--- src/rtl/instruction_ram_loader_pkg.sv ---
// instruction_ram_loader_pkg: shared loader FSM encoding and stream framing constants
package instruction_ram_loader_pkg;
   typedef enum logic [2:0] {
      S_IDLE,
      S_HDR_HI,
      S_HDR_LO,
      S_COLLECT,
      S_WRITE,
      S_CHECK,
      S_DONE,
      S_ERROR
   } state_t;

   localparam int HDR_BYTES  = 2;
   localparam int WORD_BYTES = 4;

   function automatic logic accepts_bytes(input state_t s);
      return s inside {S_HDR_HI, S_HDR_LO, S_COLLECT, S_CHECK};
   endfunction

   function automatic logic is_busy(input state_t s);
      return s inside {S_HDR_HI, S_HDR_LO, S_COLLECT, S_WRITE, S_CHECK};
   endfunction
endpackage

--- src/rtl/instruction_ram_loader_if.sv ---
// instruction_ram_loader_if: byte stream, RAM write port and status of the loader
interface instruction_ram_loader_if #(
   parameter int ADDR_WIDTH = 10
);
   logic                  start;
   logic [7:0]            byte_in;
   logic                  byte_valid;
   logic                  byte_ready;
   logic                  wr_enable;
   logic [ADDR_WIDTH-1:0] wr_address;
   logic [31:0]           wr_data;
   logic                  busy;
   logic                  done;
   logic                  error;
   logic [ADDR_WIDTH-1:0] words_loaded;

   modport slave (
      input  start, byte_in, byte_valid,
      output byte_ready, wr_enable, wr_address, wr_data, busy, done, error, words_loaded
   );

   modport master (
      output start, byte_in, byte_valid,
      input  byte_ready, wr_enable, wr_address, wr_data, busy, done, error, words_loaded
   );
endinterface

--- src/rtl/instruction_ram_loader_byte_word_assembler.sv ---
// byte_word_assembler: shifts big-endian bytes into a 32-bit word and flags the last byte
module byte_word_assembler
   import instruction_ram_loader_pkg::*;
(
   input  logic        i_clk,
   input  logic        i_rst_n,
   input  logic        i_clear,
   input  logic        i_shift,
   input  logic [7:0]  i_byte,
   output logic [31:0] o_word,
   output logic        o_full
);
   localparam int CW = $clog2(WORD_BYTES);

   logic [CW-1:0] r_cnt;
   logic [31:0]   r_word;

   always_ff @(posedge i_clk or negedge i_rst_n) begin
      if (!i_rst_n) begin
         r_cnt  <= '0;
         r_word <= '0;
      end else if (i_clear) begin
         r_cnt  <= '0;
         r_word <= '0;
      end else if (i_shift) begin
         r_word <= {r_word[23:0], i_byte};
         r_cnt  <= r_cnt + 1'b1;
      end
   end

   // counter wraps to zero on the completing byte, ready for the next word
   assign o_full = i_shift && (r_cnt == CW'(WORD_BYTES - 1));
   assign o_word = r_word;
endmodule

--- src/rtl/instruction_ram_loader.sv ---
// instruction_ram_loader: loads a length-prefixed, XOR-checked byte stream into instruction RAM
module instruction_ram_loader
   import instruction_ram_loader_pkg::*;
#(
   parameter int DEPTH      = 98,
   parameter int BASE_ADDR  = 0,
   parameter int ADDR_WIDTH = 10
) (
   input  logic                        i_clk,
   input  logic                        i_rst_n,
   instruction_ram_loader_if.slave     bus
);
   localparam int MAX_WORDS = DEPTH - BASE_ADDR;

   state_t                r_state, w_next;
   logic [7:0]            r_hdr_hi, r_csum;
   logic [15:0]           r_n, w_n;
   logic [ADDR_WIDTH-1:0] r_words;
   logic                  w_accept, w_start, w_full, w_last, w_wr;
   logic [31:0]           w_word;

   assign w_n      = {r_hdr_hi, bus.byte_in};
   assign w_accept = bus.byte_valid && accepts_bytes(r_state);
   assign w_start  = bus.start && (r_state inside {S_IDLE, S_DONE, S_ERROR});
   assign w_last   = (32'(r_words) + 32'd1) >= 32'(r_n);
   assign w_wr     = (r_state == S_WRITE);

   byte_word_assembler u_asm (
      .i_clk   (i_clk),
      .i_rst_n (i_rst_n),
      .i_clear (w_start),
      .i_shift (w_accept && r_state == S_COLLECT),
      .i_byte  (bus.byte_in),
      .o_word  (w_word),
      .o_full  (w_full)
   );

   always_ff @(posedge i_clk or negedge i_rst_n) begin
      if (!i_rst_n) begin
         r_state  <= S_IDLE;
         r_hdr_hi <= '0;
         r_n      <= '0;
         r_words  <= '0;
         r_csum   <= '0;
      end else begin
         r_state <= w_next;
         if (w_start) begin
            r_words <= '0;
            r_csum  <= '0;
         end
         if (w_accept && r_state == S_HDR_HI) r_hdr_hi <= bus.byte_in;
         if (w_accept && r_state == S_HDR_LO) r_n <= w_n;
         if (w_accept && r_state == S_COLLECT) r_csum <= r_csum ^ bus.byte_in;
         if (w_wr) r_words <= r_words + 1'b1;
      end
   end

   always_comb begin
      w_next = r_state;
      case (r_state)
         S_IDLE:    w_next = w_start ? S_HDR_HI : S_IDLE;
         S_DONE:    w_next = w_start ? S_HDR_HI : S_IDLE;
         S_ERROR:   w_next = w_start ? S_HDR_HI : S_ERROR;
         S_HDR_HI:  w_next = w_accept ? S_HDR_LO : S_HDR_HI;
         // oversize lengths are rejected before any write can leave the RAM range
         S_HDR_LO:  w_next = !w_accept ? S_HDR_LO :
                            (int'(w_n) > MAX_WORDS) ? S_ERROR :
                            (w_n == 16'd0) ? S_CHECK : S_COLLECT;
         S_COLLECT: w_next = w_full ? S_WRITE : S_COLLECT;
         S_WRITE:   w_next = w_last ? S_CHECK : S_COLLECT;
         S_CHECK:   w_next = !w_accept ? S_CHECK :
                            (bus.byte_in == r_csum) ? S_DONE : S_ERROR;
         default:   w_next = S_IDLE;
      endcase
   end

   assign bus.byte_ready   = accepts_bytes(r_state);
   assign bus.busy         = is_busy(r_state);
   assign bus.done         = (r_state == S_DONE);
   assign bus.error        = (r_state == S_ERROR);
   assign bus.wr_enable    = w_wr;
   assign bus.wr_address   = w_wr ? ADDR_WIDTH'(BASE_ADDR) + r_words : '0;
   assign bus.wr_data      = w_wr ? w_word : '0;
   assign bus.words_loaded = r_words;
endmodule

--- src/flat_wrapper.sv ---
// flat-port wrapper written by rule: the top's interface ports become plain ports
module instruction_ram_loader_flat import instruction_ram_loader_pkg::*;
#(
   parameter int DEPTH      = 98,
   parameter int BASE_ADDR  = 0,
   parameter int ADDR_WIDTH = 10
)
  (i_clk, i_rst_n, bus_start, bus_byte_in, bus_byte_valid, bus_byte_ready, bus_wr_enable, bus_wr_address, bus_wr_data, bus_busy, bus_done, bus_error, bus_words_loaded);
  instruction_ram_loader_if #(.ADDR_WIDTH(ADDR_WIDTH)) bus_i ();
  input  logic i_clk;
  input  logic i_rst_n;
  input wire logic [$bits(bus_i.start)-1:0] bus_start;
  input wire logic [$bits(bus_i.byte_in)-1:0] bus_byte_in;
  input wire logic [$bits(bus_i.byte_valid)-1:0] bus_byte_valid;
  output wire logic [$bits(bus_i.byte_ready)-1:0] bus_byte_ready;
  output wire logic [$bits(bus_i.wr_enable)-1:0] bus_wr_enable;
  output wire logic [$bits(bus_i.wr_address)-1:0] bus_wr_address;
  output wire logic [$bits(bus_i.wr_data)-1:0] bus_wr_data;
  output wire logic [$bits(bus_i.busy)-1:0] bus_busy;
  output wire logic [$bits(bus_i.done)-1:0] bus_done;
  output wire logic [$bits(bus_i.error)-1:0] bus_error;
  output wire logic [$bits(bus_i.words_loaded)-1:0] bus_words_loaded;
  assign bus_i.start = bus_start;
  assign bus_i.byte_in = bus_byte_in;
  assign bus_i.byte_valid = bus_byte_valid;
  assign bus_byte_ready = bus_i.byte_ready;
  assign bus_wr_enable = bus_i.wr_enable;
  assign bus_wr_address = bus_i.wr_address;
  assign bus_wr_data = bus_i.wr_data;
  assign bus_busy = bus_i.busy;
  assign bus_done = bus_i.done;
  assign bus_error = bus_i.error;
  assign bus_words_loaded = bus_i.words_loaded;
  instruction_ram_loader #(.DEPTH(DEPTH), .BASE_ADDR(BASE_ADDR), .ADDR_WIDTH(ADDR_WIDTH)) u_core (.i_clk(i_clk), .i_rst_n(i_rst_n), .bus(bus_i));
endmodule
--- config.mk ---
export PLATFORM = sky130hd
export DESIGN_NAME = instruction_ram_loader_flat
export DESIGN_NICKNAME = d
export VERILOG_FILES = /design/src/rtl/instruction_ram_loader_pkg.sv /design/src/rtl/instruction_ram_loader_if.sv /design/src/rtl/instruction_ram_loader_byte_word_assembler.sv /design/src/rtl/instruction_ram_loader.sv /design/src/flat_wrapper.sv
export SDC_FILE = /design/constraint.sdc
export NUM_CORES = 1
export LEC_CHECK = 0
export ABC_AREA = 1
export CAP_MARGIN = 20
export CORE_ASPECT_RATIO = 1.75
export CORE_MARGIN = 2
export CORE_UTILIZATION = 30
export DETAILED_ROUTE_END_ITERATION = 8
export GPL_ROUTABILITY_DRIVEN = 0
export PLACE_DENSITY_LB_ADDON = 0.08
export SLEW_MARGIN = 20
export SYNTH_ARGS = -nofsm -noshare
export SYNTH_HDL_FRONTEND = slang
export SYNTH_SLANG_ARGS = --single-unit
--- constraint.sdc ---
create_clock -name i_clk -period 4.5 [get_ports i_clk]
set_input_delay 0.675 -clock i_clk [delete_from_list [all_inputs] [get_ports i_clk]]
set_output_delay 0.675 -clock i_clk [all_outputs]
set_load 0.03 [all_outputs]
======== After elaboration in Yosys (flattened, before gate mapping) ========
Index checks and enable logic that the tools add are counted.
storage, ports and cells
  register bits ........................... 79
  input port bits ......................... 12
  output and inout bits ................... 57
  word-level logic and storage cells ...... 57
cells by class
  $add $sub $neg .......................... 3
  $lt $le $gt $ge ......................... 2
  eq/ne operators ......................... 9
  multiplexer cells ....................... 21
  bitwise operators ....................... 1
  reductions and logical operators ........ 14
operators by type and width
  operator               count
  $mux 32                3
  $ge 32x16->1           1
  $mux 10                3
  $mux 3                 7
  $pmux 3 s7             1
  $gt 16x7->1 const B    1
  $logic_not 16->1       1
  $mux 8                 2
  $eq 3x3->1 const B     4
  $add 10x1->11 const B  1
  $add 10x1->10 const B  1
  $eq 8x8->1             1
  $xor 8x8->8            1
  $eq 3x2->1 const B     2
  $logic_and 1x1->1      6
  $mux 2                 3
  $reduce_bool 5->1      1
  $reduce_bool 2->1      2
  $reduce_bool 4->1      1
  $eq 3x1->1 const B     1
  $logic_not 3->1        1
  $reduce_bool 3->1      1
  $add 2x1->2 const B    1
  $eq 2x2->1 const B     1
  other kinds (2)        3

======== Logic depth before layout (Yosys ltp) ========
Gate-level depths: netlist of run 1.
  word-level depth ........................ 7
  mapped depth ............................ 17
  depth with buffers taken out ............ 17

======== By module ========
From an unflattened synthesis of run 1, not the netlist that was laid out.
unflattened totals
  cell total of the unflattened synthesis .. 574
  area, all modules ....................... 4,377.9 um^2
by module, submodules not included
  module                  times used  cells an instance  area each (um^2)  sequential area each (um^2)
  instruction_ram_loader  1           422                2,889.0           1,126.1
  byte_word_assembler     1           152                1,488.9           850.8

======== Worst setup path after synthesis of run 1 ========
Ideal clock, no wire load.
  path type ............................... reg2reg
  from .................................... register u_core.r_words[0] (netlist: u_core.bus.words_loaded[0])
  to ...................................... register u_core.r_state[2]
  setup time .............................. 119 ps
  arrival ................................. 2,091 ps
  data required time ...................... 4,381 ps
  slack ................................... 2,290 ps
  stages on the path, launching flop included .. 16
  buffers on the path ..................... 0
  clock period less this slack ............ 2,210 ps
  path through ............................ dfrtp_1 -> ha_1 -> nand3_1 -> nor3_2 -> xor2_1 -> ha_1 -> nand2_1 -> inv_1 -> nand2_1 -> nand2_1 -> nor2_1 -> nand2_1 -> nand2_1 -> nand2_1 -> nand2_1 -> nand2_1
on the way
  longest elaborated chain between the ends .. 4
RTL lines
  element                 RTL line                      text
  start, declared         instruction_ram_loader.sv:18  logic [ADDR_WIDTH-1:0] r_words;
  start signal, assigned  instruction_ram_loader.sv:54  if (w_wr) r_words <= r_words + 1'b1;
  $add 10x1->11           instruction_ram_loader.sv:25  assign w_last = (32'(r_words) + 32'd1) >= 32'(r_n);
  $ge 32x16->1            instruction_ram_loader.sv:25
  $mux 3                  instruction_ram_loader.sv:70  S_WRITE: w_next = w_last ? S_CHECK : S_COLLECT;
  $pmux 3 s7              instruction_ram_loader.sv:60  case (r_state)
  via u_core.w_next[2]    instruction_ram_loader.sv:15  state_t r_state, w_next;
  end signal, assigned    instruction_ram_loader.sv:46  r_state <= w_next;
  end, declared           instruction_ram_loader.sv:15
The timed path passes the listed nets, and every way through them passes these cells.
A chain may end at the register's enable or synchronous reset.

======== Final worst setup path of run 1 ========
  from .................................... register u_core.r_state[0]
  to ...................................... output bus_wr_data[30]
on the way
  longest elaborated chain between the ends .. 2
RTL lines
  element        RTL line                      text
  $eq 3x3->1     instruction_ram_loader.sv:26  assign w_wr = (r_state == S_WRITE);
  $mux 32        instruction_ram_loader.sv:83  assign bus.wr_data = w_wr ? w_word : '0;
  end, declared  flat_wrapper.sv:18            output wire logic [$bits(bus_i.wr_data)-1:0] bus_wr_data;
Every way passes these cells.

==> impl.org, run 1 <==
** Detailed routing
- Total number of vias :: 3,373
- After detailed routing, the average wire length per cell comes to 14.17 um.
- After detailed routing, the number of remaining DRC violations is 0.
- The count of nets left with antenna violations once routing finished came out at 0.
- Number of detailed-route iterations in the first pass :: 6
- After detailed routing, the number of vias per cell comes to 4.564.
- DRT iter0 DRCs :: 127
- Total detailed-routing wirelength :: 10.47 mm

** Finish
- At the end of the flow, the number of nets in the layout was 585.
- The repair_antennas step left the layout with diodes totalling 0.
- The finished cells cover 5171 um^2.
- Number of fill cells :: 1,434
- Share of layout cells above drive strength 1 :: 7.788%
- Compared with the post-synthesis result, the final layout area differs by 27.40%.
- At the end of the flow the core is filled with cells to 38.84%.

** Run
- Max-cap check violation count :: 0

** Timing
- The worst pin sits at a relative slew slack of 37.26%.
- The max-slew violation total from the final report was 0.
- Number of endpoints with negative hold slack in the final report :: 0
- At the pin with the least slew margin, the transition time is 937.8 ps.
- Setup violations remaining at the end of the flow were counted as 0.
- Period utilisation layout :: 73.86%
- Minimum clock period :: 3324 ps
- Fin Clk Skew :: 6.184 ps
- RSZ-0062 raised after global routing :: no
- Peak clock frequency supported by timing :: 0.3009 GHz
- Summed over all failing endpoints, the final setup total negative slack is 0 ps.

** CTS
- TritonCTS built the clock tree.
- Clock latency on the worst-skew pair, taken at its later pin, is 330 ps.
- Buffers inserted to repair hold after CTS numbered 0.
- TritonCTS created 9 clock buffers.
- The tree is rooted in a sky130_fd_sc_hd__clkbuf_16.
- Maximum level of the CTS H-tree :: 3
- Number of post-CTS setup repair buffers :: 0
- In this run the deepest clock path goes through 2 buffers.
- The number of gates resized after CTS was 0.
- CTS saw 79 sinks.
- After clock tree synthesis, the clock-pin slew on the worst setup and hold paths is 60 ps.

** Global route
- The first global-routing pass estimated 17.26 mm of wire.
- Overflow left after global routing :: 0
- All-layer global routing usage :: 15.24%
- The initial antenna violation count is 0.
- Pin count of the biggest net entering global routing :: 80
- The number of global-route vias before repair was 3,458.

** Place
- Post-Place Cell Area :: 4867 um^2
- Detailed placement ended at an HPWL of 7.602 mm.
- In this run the tool buffered the top-level ports with 68 buffer cells.

** Floorplanning
- In this run the count of I/O pins placed on the die edge is 69.
- DIE AREA :: 14,510 um^2
- Std-Cell Rows :: 56
- Once the floorplan was initialized, standard cells occupied 30.49% of the core.
- Placeable core region :: 13,310 um^2
- Measured along the x axis, the die boundary spans 91.93 um.
- The die is 157.9 um tall.

** Run status
- Outcome :: completed

** Yosys
- A synthesized cell averages 8.167 um^2.
- Synthesis produced 497 cells.
- Yosys mapped a number of flops with a built-in enable equal to 0.
- Nets in the synthesized netlist :: 522
- The share of the Yosys chip area taken by registers is 48.71%.
- The synthesized design contains 79 register bits.
- Dominant register cell in the synthesized netlist :: sky130_fd_sc_hd__dfrtp_1
- Counting flops with an async set or reset pin after synthesis yields a share of 100.0%.
- During synthesis, Yosys emitted a total of 0 warnings.
- The cell area that synthesis handed to floorplanning was 4059 um^2.
- Number of distinct library cells after synthesis :: 28

** Pwr
- PD cells :: 586.4 nW/um^2
- Leakage :: 0.002367 uW
- Peak supply drop :: 0.0002154 V

** Worst setup path
- In this run the worst path has a maximum fanout of 50.
- Data required, critical path :: 3830 ps
- The worst setup path is captured at an output pin.
- The worst setup path is launched from a flip-flop.
- The worst setup path is of the flip-flop to output pin kind.
- Arrival time at the worst endpoint :: 2650 ps

** Hold path
- Worst Hold Class :: primary input to asynchronous set/reset pin
metal layers:
layer / up-vias / track usage [%] / wire length (um)
li1: 1699 / - / -
met1: 1594 / 16.62 / 4259
met2: 73 / 29.20 / 5719
met3: 7 / 2.713 / 343
met4: 0 / 5.330 / 146
met5: - / 0 / 0
through the flow:
stage	instances	hold WS [ps]	power [uW]	setup slack, ps
floorplan	497	379.4	2010	2290
global placement	723	468.0	2298	1479
detailed placement	723	475.9	2327	1451
CTS	739	490.6	3079	1095
global route	739	457.5	3285	999.6
finish	739	384.5	3032	1176
state kept, by name, indices dropped and copies added (netlist names):
name                     flops
u_core.bus.words_loaded     10
u_core.r_csum                8
u_core.r_hdr_hi              8
u_core.r_n                  16
u_core.r_state               3
u_core.u_asm.o_word         32
u_core.u_asm.r_cnt           2
worst max-delay path, stage by stage, from the launching register on:
cell	delay, ps
sky130_fd_sc_hd__dfrtp_1	460
sky130_fd_sc_hd__nor2_1	140
sky130_fd_sc_hd__nand2_2	510
sky130_fd_sc_hd__nor2_1	430
sky130_fd_sc_hd__clkdlybuf4s50_1	750
layout by cell type, fill, tap and decap left out, types with 9 or more instances in the layout:
master	instances
sky130_fd_sc_hd__ha_1	13
sky130_fd_sc_hd__o22ai_1	26
sky130_fd_sc_hd__nand2_1	90
sky130_fd_sc_hd__clkdlybuf4s50_1	67
sky130_fd_sc_hd__inv_1	84
sky130_fd_sc_hd__o22ai_2	10
sky130_fd_sc_hd__nand3_1	26
sky130_fd_sc_hd__clkbuf_16	9
sky130_fd_sc_hd__o21ai_0	31
sky130_fd_sc_hd__nor2_1	70
sky130_fd_sc_hd__dfrtp_1	79
final timing paths:
| check | start | end | slack, ps | cells past startpoint |
|---|---|---|---|---|
| max | u_core.r_state[0] | bus_wr_data[30] | 1180 | 4 |
| max reg2reg | u_core.bus.words_loaded[0] | u_core.r_state[2] | 2100 | 17 |
| min reg2reg | u_core.r_n[6] | u_core.r_n[6] | 490 | 2 |
| max in group asynchronous | i_rst_n | u_core.bus.words_loaded[1] | 3610 | 1 |
| min in group i_clk | u_core.r_n[6] | u_core.r_n[6] | 490 | 2 |
| min | i_rst_n | u_core.r_n[11] | 380 | 1 |
power breakdown:
group / leakage (uW) / switching [uW] / internal (uW)
combinational: 0.00118 / 749 / 409
sequential: 0.00105 / 156 / 984
clock: 0.000138 / 291 / 444
total: 0.00237 / 1200 / 1840
layout make-up:
type	instances	area (um^2)	area share, %
flip-flops and latches	79	1977	38.23
inverters	90	337.8	6.533
clock inverters	5	57.56	1.113
well taps	174	217.7	4.210
multi-input cells	310	1642	31.74
clock buffers	11	242.7	4.694
repair buffers	70	696.9	13.48
synth_stat cells, types with 4 or more instances:
| cell | number | area share, % |
|---|---|---|
| sky130_fd_sc_hd__a21oi_1 | 8 | 0.99 |
| sky130_fd_sc_hd__buf_2 | 6 | 0.74 |
| sky130_fd_sc_hd__buf_4 | 4 | 0.74 |
| sky130_fd_sc_hd__clkbuf_1 | 6 | 0.55 |
| sky130_fd_sc_hd__dfrtp_1 | 79 | 49 |
| sky130_fd_sc_hd__ha_1 | 13 | 4.0 |
| sky130_fd_sc_hd__inv_1 | 84 | 7.8 |
| sky130_fd_sc_hd__inv_2 | 6 | 0.55 |
| sky130_fd_sc_hd__nand2_1 | 91 | 8.4 |
| sky130_fd_sc_hd__nand3_1 | 26 | 3.2 |
| sky130_fd_sc_hd__nand4_1 | 4 | 0.62 |
| sky130_fd_sc_hd__nor2_1 | 70 | 6.5 |
| sky130_fd_sc_hd__o21ai_0 | 31 | 3.8 |
| sky130_fd_sc_hd__o21ai_1 | 6 | 0.74 |
| sky130_fd_sc_hd__o22ai_1 | 26 | 4.0 |
| sky130_fd_sc_hd__o22ai_2 | 10 | 3.1 |
| sky130_fd_sc_hd__xnor2_1 | 8 | 1.7 |
cell families after synthesis:
group,Yosys count,share of synthesized area [%]
simple gates,204,21.18
buf+inv,108,10.91
compound gates,83,13.04
flops,79,48.71
fa+ha+maj,13,4.007
xor+xnor,10,2.158
Power figures use the tool's default switching activity.
==> run 2: changes to the inputs <==
clock period = 3.4 ns   (was 4.5 ns; I/O delays follow)
==> impl.org, run 2 (synthesized netlist as in run 1, its figures left out) <==
** Floorplanning
- Die Span Y :: 157.9 um (unchanged)
- DIE AREA :: 14,510 um^2 (unchanged)
- Std-Cell Rows :: 56 (unchanged)
- The initial cell density of the core was 30.49% (unchanged).
- Top-Level Pins :: 69 (unchanged)
- Placeable core region :: 13,310 um^2 (unchanged)
- The die outline width is 91.93 um (unchanged).

** CTS
- The clock root buffer was sky130_fd_sc_hd__clkbuf_16 (unchanged).
- CTS tree :: done (unchanged)
- Clk Latency, worst-skew pair :: 330 ps (about the same)
- The clock buffer count from CTS is 9 (unchanged).
- # clock sinks :: 79 (unchanged)
- The post-CTS setup-driven buffer insertion count was 0 (unchanged).
- Hold bufs inserted after CTS :: 0 (unchanged)
- Buffer depth of the longest clock path :: 2 (unchanged)
- The clock slew at the register clock pins of the worst setup and hold paths was 70 ps (was 60 ps).
- Total of cells resized after clock tree synthesis :: 0 (unchanged)
- Maximum level of the CTS H-tree :: 3 (unchanged)

** Pwr
- The total power draw came to 4059 uW (was 3032 uW).
- Peak supply drop :: 0.0003511 V (was 0.0002154 V)
- The leakage power figure was 0.002385 uW (was 0.002367 uW).
- The power density over cell area was 780.9 nW/um^2 (was 586.4 nW/um^2).

** Detailed routing
- Antenna viol nets, final :: 0 (unchanged)
- Number of remaining DRC errors :: 0 (unchanged)
- Routed via count divided by cell count :: 4.542 (was 4.564)
- The iteration count of the initial detailed-routing pass was 4 (was 6).
- The routed wirelength normalized by instance count came to 14.24 um (was 14.17 um).
- The initial detailed-routing violation count is 150 (was 127).
- The total detailed-routing wirelength is 10.53 mm (was 10.47 mm).
- The total via count after detailed routing came to 3,361 (was 3,373).

** Timing
- Slew margin rel. :: 48.34% (was 37.26%)
- Minimum clock period :: 2804 ps
- Period utilisation layout :: 82.47%
- The worst-margin pin slew was 772.2 ps (was 937.8 ps).
- RSZ-0062 raised after global routing: no (unchanged).
- Peak clock frequency supported by timing :: 0.3567 GHz
- Fin Clk Skew :: 9.007 ps (was 6.184 ps)
- Final setup viols :: 0 (unchanged)
- The max-slew violation total from the final report was 0 (unchanged).
- Setup TNS :: 0 ps (unchanged)
- Number of endpoints with negative hold slack in the final report :: 0 (unchanged)

** Finish
- The layout cell share with drive strength beyond 1 came to 8.127% (was 7.788%).
- Post-layout nets :: 586 (was 585)
- Max reg flops :: 32 (unchanged)
- Most frequent cells in the layout :: sky130_fd_sc_hd__nand2_1, sky130_fd_sc_hd__inv_1, sky130_fd_sc_hd__dfrtp_1 (unchanged)
- Utilization after layout :: 39.04% (was 38.84%)
- Commonest non-fill, non-tap cell in the layout :: sky130_fd_sc_hd__nand2_1 (unchanged)
- The synthesis-to-layout area growth came to 28.05% (was 27.40%).
- Antenna Cells :: 0 (unchanged)

** Worst setup path
- The destination of the worst register-to-register timing path is u_core.r_state[2] (unchanged).
- Arrival time at the worst endpoint :: 2290 ps (was 2650 ps)
- The number of buffer and inverter stages on the critical path came to 2 (was 1).
- Cell at the slowest stage of the critical path :: sky130_fd_sc_hd__clkdlybuf4s50_1 (unchanged)
- The critical path endpoint category is an output pin (unchanged).
- Worst-path fanout max :: 31 (was 50)
- Family with the most delay on the worst path :: buffers and inverters (was simple AND/OR/NAND/NOR gates)
- Worst-path cell chain: nor2_1 -> nand2_2 -> buf_12 -> nor2_1 -> clkdlybuf4s50_1 (was nor2_1 -> nand2_2 -> nor2_1 -> clkdlybuf4s50_1).
- The stage delay of the slowest cell on the critical path was 690 ps (was 750 ps).
- The kind of critical path is flip-flop to output pin (unchanged).
- Worst reg2reg path startpoint :: u_core.bus.words_loaded[0] (unchanged)
- The setup slack on the worst flop-to-flop path came to 1000 ps (was 2100 ps).
- The most numerous cell on the critical path was sky130_fd_sc_hd__nor2_1 (unchanged).
- Kind of start point of the critical path :: flip-flop (unchanged)
- Data required, critical path :: 2890 ps (was 3830 ps)
- The number of cell instances on the worst register-to-register path was 17 (unchanged).

** Global route
- The number of global-route vias before repair came to 3,536 (was 3,458).
- Wire length of the first global-routing pass :: 17.55 mm (was 17.26 mm)
- All-layer global routing usage :: 15.45% (was 15.24%)
- Overflow left after global routing :: 0 (unchanged)
- The largest net degree at the start of global routing was 80 (unchanged).
- The initial antenna violation count is 0 (unchanged).

** Run status
- Outcome: completed (unchanged).

** Place
- The placed wire-length estimate after detailed placement was 7.700 mm (was 7.602 mm).
- The number of buffers added on ports came to 68 (unchanged).

** Hold path
- Worst Hold Class :: primary input to asynchronous set/reset pin (unchanged)

** Run
- Max-cap check violation count :: 0 (unchanged)
-- run 2: cell count changes in the layout (fill, tap and decap cells not counted), sizes merged --
cell      before  now
buf            3    4
clkbuf        11   10
clkinv         1    2
clkinvlp       3    2
inv           90   91
-- run 2: metrics by stage --
stage	hold slack, ps	instances	setup WS [ps]	area [um^2]
floorplan	214.4	497	1190	4059
global placement	472.2	724	944.6	4887
detailed placement	475.6	724	923.1	4887
CTS	415.1	740	550.3	5194
global route	284.5	740	442.0	5197
finish	221.2	740	596.2	5197
-- run 2: cell type report --
cell class / count / area, um^2
Clock buffer: 10 / 239.0
Clock inverter: 6 / 67.56
Fill cell: 1410 / 8115
Inverter: 90 / 337.8
Multi-Input combinational cell: 310 / 1642
Sequential cell: 79 / 1977
Tap cell: 174 / 217.7
Timing Repair Buffer: 71 / 716.9
-- run 2: worst register-to-register path: stages (launching register included) --
cell and delay (ps):
sky130_fd_sc_hd__dfrtp_1 490, sky130_fd_sc_hd__nand3_1 150, sky130_fd_sc_hd__nor2_1 300, sky130_fd_sc_hd__nand3_1 140
sky130_fd_sc_hd__o21ai_0 230, sky130_fd_sc_hd__nand2_1 70, sky130_fd_sc_hd__inv_1 60, sky130_fd_sc_hd__ha_1 230
sky130_fd_sc_hd__nand2_1 70, sky130_fd_sc_hd__inv_1 40, sky130_fd_sc_hd__nand2_1 100, sky130_fd_sc_hd__nor2_1 60
sky130_fd_sc_hd__nor2_1 80, sky130_fd_sc_hd__nand2_1 50, sky130_fd_sc_hd__nand2_1 70, sky130_fd_sc_hd__nand2_1 50
sky130_fd_sc_hd__nand2_1 50, sky130_fd_sc_hd__nand2_1 50
-- run 2: report_power, final --
group	switching [uW]	internal [uW]	total [uW]
Clock	405	592	997
Combinational	1010	549	1550
Sequential	205	1300	1510
Total	1620	2440	4060
-- run 2: metal layers --
metal  GRT usage, %  wire length, um
met5              0                0
met3          2.665              343
met1          17.33             4394
met2          29.20             5629
met4          5.259              166
-- run 2: worst max-delay path by stage --
stage	endpoint	from	depth (start not counted)	slack, ps
after global placement	bus_wr_data[2]	u_core.r_state[0]	5	940
final	bus_wr_data[2]	u_core.r_state[1]	5	600
after CTS	bus_wr_data[2]	u_core.r_state[1]	5	550
after global routing	bus_wr_data[17]	u_core.r_state[1]	5	440
after detailed placement	bus_wr_data[2]	u_core.r_state[1]	5	920
after floorplan	u_core.r_state[2]	u_core.bus.words_loaded[0]	15	1190
==> run 3: changes to the inputs <==
clock period = 2.7 ns   (was 3.4 ns; I/O delays follow)
==> impl.org, run 3 (synthesized netlist as in run 1, its figures left out) <==
** Run status
- Outcome: completed (unchanged).

** CTS
- The count of H-tree levels built during CTS came to 3 (unchanged).
- The maximum clock path buffer count is 2 (unchanged).
- Clk Latency, worst-skew pair :: 340 ps (was 330 ps)
- The post-CTS resize count was 0 (unchanged).
- The post-CTS setup-driven buffer insertion count is 0 (unchanged).
- CTS tree :: done (unchanged)
- Clock Root Buffer :: sky130_fd_sc_hd__clkbuf_16 (unchanged)
- Clock transition at the registers of the reported paths :: 60 ps (was 70 ps)
- Total clock buffers created by CTS :: 9 (unchanged)
- # clock sinks :: 79 (unchanged)
- Hold bufs inserted after CTS :: 0 (unchanged)

** Detailed routing
- Antenna viol nets, final :: 0 (unchanged)
- The total detailed-routing wirelength was 10.98 mm (was 10.53 mm).
- Number of detailed-route iterations in the first pass :: 5 (was 4)
- The average via count per standard cell was 4.573 (was 4.542).
- The total via count after detailed routing is 3,393 (was 3,361).
- Average detailed-routed wire length per instance :: 14.80 um (was 14.24 um)
- The final routed DRC violation total was 0 (unchanged).
- DRT iter0 DRCs :: 135 (was 150)

** Global route
- Pin count of the biggest net entering global routing :: 80 (unchanged)
- The total global routing overflow came to 0 (unchanged).
- The initial antenna violation count came to 0 (unchanged).
- The number of global-route vias before repair is 3,473 (was 3,536).
- The total global-route track usage was 15.85% (was 15.45%).
- Wire length of the first global-routing pass :: 17.86 mm (was 17.55 mm)

** Worst setup path
- The highest fanout seen on the critical path came to 31 (unchanged).
- Kind of capture point of the worst setup path :: output pin (unchanged)
- Kind of start point of the critical path :: flip-flop (unchanged)
- Length in cells of the worst reg-to-reg path :: 15 (was 17)
- The origin of the critical flop-to-flop path is u_core.bus.words_loaded[0] (unchanged).
- Terminus of the critical flop-to-flop path :: u_core.r_state[2] (unchanged)
- Data required, critical path :: 2300 ps (was 2890 ps)
- The critical path data arrival time came to 2140 ps (was 2290 ps).
- The kind of critical path is flip-flop to output pin (unchanged).
- The setup slack on the worst flop-to-flop path came to 430 ps (was 1000 ps).

** Timing
- The worst relative slew slack came to 48.50% (was 48.34%).
- The final setup skew is 6.433 ps (was 9.007 ps).
- Derived from the worst setup path, the maximum achievable clock frequency is 0.3929 GHz.
- Post-layout worst setup margin :: 154.8 ps (was 596.2 ps)
- The number of hold violations in the final report came to 0 (unchanged).
- The final setup violation count was 0 (unchanged).
- Minimum clock period :: 2545 ps
- The max-slew violation total from the final report came to 0 (unchanged).
- The worst-margin pin slew was 772.5 ps (was 772.2 ps).
- After layout, the worst path uses 94.27% of the clock period.
- The summed negative setup slack over all endpoints is 0 ps (unchanged).
- RSZ-0062 raised after global routing: no (unchanged).

** Place
- Post-DP HPWL :: 7.993 mm (was 7.700 mm)
- Post-Place Cell Area :: 4890 um^2 (was 4887 um^2)
- Worst slack at placement :: 425.9 ps (was 923.1 ps)
- The number of buffers added on ports was 68 (unchanged).

** Finish
- The fill cell total of the finished layout was 1,403 (was 1,410).
- The synthesis-to-layout area growth is 27.59% (was 28.05%).
- Antenna Cells :: 0 (unchanged)
- Most frequent cells in the layout: sky130_fd_sc_hd__nand2_1, sky130_fd_sc_hd__inv_1, sky130_fd_sc_hd__dfrtp_1 (unchanged).
- Finished layout cell area :: 5179 um^2 (was 5197 um^2)
- Share of layout cells above drive strength 1 :: 8.275% (was 8.127%)
- The most frequent standard cell in the layout excluding fill and tap cells is sky130_fd_sc_hd__nand2_1 (unchanged).
- Post-layout nets :: 588 (was 586)
- The flip-flop count of the largest register, all copies and words added was 32 (unchanged).

** Pwr
- Sequential share of power :: 37.6% (was 37.1%)
- The power density over cell area was 976.7 nW/um^2 (was 780.9 nW/um^2).
- The share of total power consumed by net switching is 40.77% (was 39.82%).
- Peak supply drop :: 0.0003528 V (was 0.0003511 V)
- Comb pwr share :: 39.2% (was 38.3%)
- Leakage :: 0.002379 uW (was 0.002385 uW)
- The total power draw came to 5058 uW (was 4059 uW).
- Switching power summed over all nets :: 2062 uW (was 1616 uW)
- Part of the power in the clock network :: 23.2% (was 24.6%)
- Internal cell power :: 2996 uW (was 2442 uW)

** Floorplanning
- DIE AREA :: 14,510 um^2 (unchanged)
- Placeable core region :: 13,310 um^2 (unchanged)
- The initial cell density of the core came to 30.49% (unchanged).
- The number of top-level pins is 69 (unchanged).
- The overall die height came to 157.9 um (unchanged).
- The number of standard-cell rows in the floorplan came to 56 (unchanged).
- The die outline width was 91.93 um (unchanged).

** Run
- Max-cap check violation count :: 0 (unchanged)

** Hold path
- Worst Hold Class :: primary input to asynchronous set/reset pin (unchanged)
-- run 3: cell types whose count changed in the layout (fill, tap and decap cells not counted), sizes merged --
cell / previous run / this run
bufinv: 1 / 0
clkbuf: 10 / 11
clkinv: 2 / 3
buf: 4 / 6
clkinvlp: 2 / 1
-- run 3: layout make-up --
| type | instances | area [um^2] | area share, % |
|---|---|---|---|
| tap | 174 | 217.7 | 4.204 |
| timing repair buffer | 73 | 719.4 | 13.89 |
| multi-input combinational | 310 | 1642 | 31.70 |
| inverter | 90 | 337.8 | 6.523 |
| clock buffer | 11 | 242.7 | 4.687 |
| sequential | 79 | 1977 | 38.17 |
| clock inverter | 5 | 42.54 | 0.8215 |
-- run 3: routing by layer --
| metal | wire length (um) | track usage, % |
|---|---|---|
| met2 | 5985 | 30.04 |
| met4 | 139 | 5.330 |
| met3 | 273 | 2.618 |
| met1 | 4582 | 17.80 |
| met5 | 0 | 0 |
-- run 3: how the worst max path moves through the flow --
stage	start	endpoint	slack (ps)	depth (start not counted)
2_1_floorplan	u_core.bus.words_loaded[0]	u_core.r_state[2]	490	15
3_3_place_gp	u_core.bus.words_loaded[0]	u_core.r_state[2]	480	17
3_5_place_dp	u_core.bus.words_loaded[0]	u_core.r_state[2]	430	17
4_1_cts	u_core.r_state[1]	bus_wr_data[2]	130	5
5_1_grt	u_core.r_state[1]	bus_wr_data[2]	60	5
6_report	u_core.r_state[1]	bus_wr_data[2]	150	5
-- run 3: stage by stage --
step           cells  utilization [%]  hold WS [ps]
2_1_floorplan    497                -         109.4
3_3_place_gp     726            36.73         471.0
3_5_place_dp     726            36.73         480.8
4_1_cts          742            38.87         291.8
5_1_grt          742            38.90         171.8
6_report         742            38.90         99.35
-- run 3: power by group through the flow --
stage | sequential (uW) | combinational, uW | clock, uW
final | 1900 | 1980 | 1170
after global routing | 1960 | 2240 | 1250
after CTS | 1910 | 2010 | 1210
after detailed placement | 1930 | 2000 | 0
after global placement | 1910 | 1960 | 0
after floorplan | 1880 | 1470 | 0
-- run 3: critical path, cell delays in order, from the launching register on --
cell	delay, ps
sky130_fd_sc_hd__dfrtp_1	460
sky130_fd_sc_hd__nor2_1	160
sky130_fd_sc_hd__nand2_2	70
sky130_fd_sc_hd__buf_4	230
sky130_fd_sc_hd__nor2_1	170
sky130_fd_sc_hd__clkdlybuf4s50_1	700
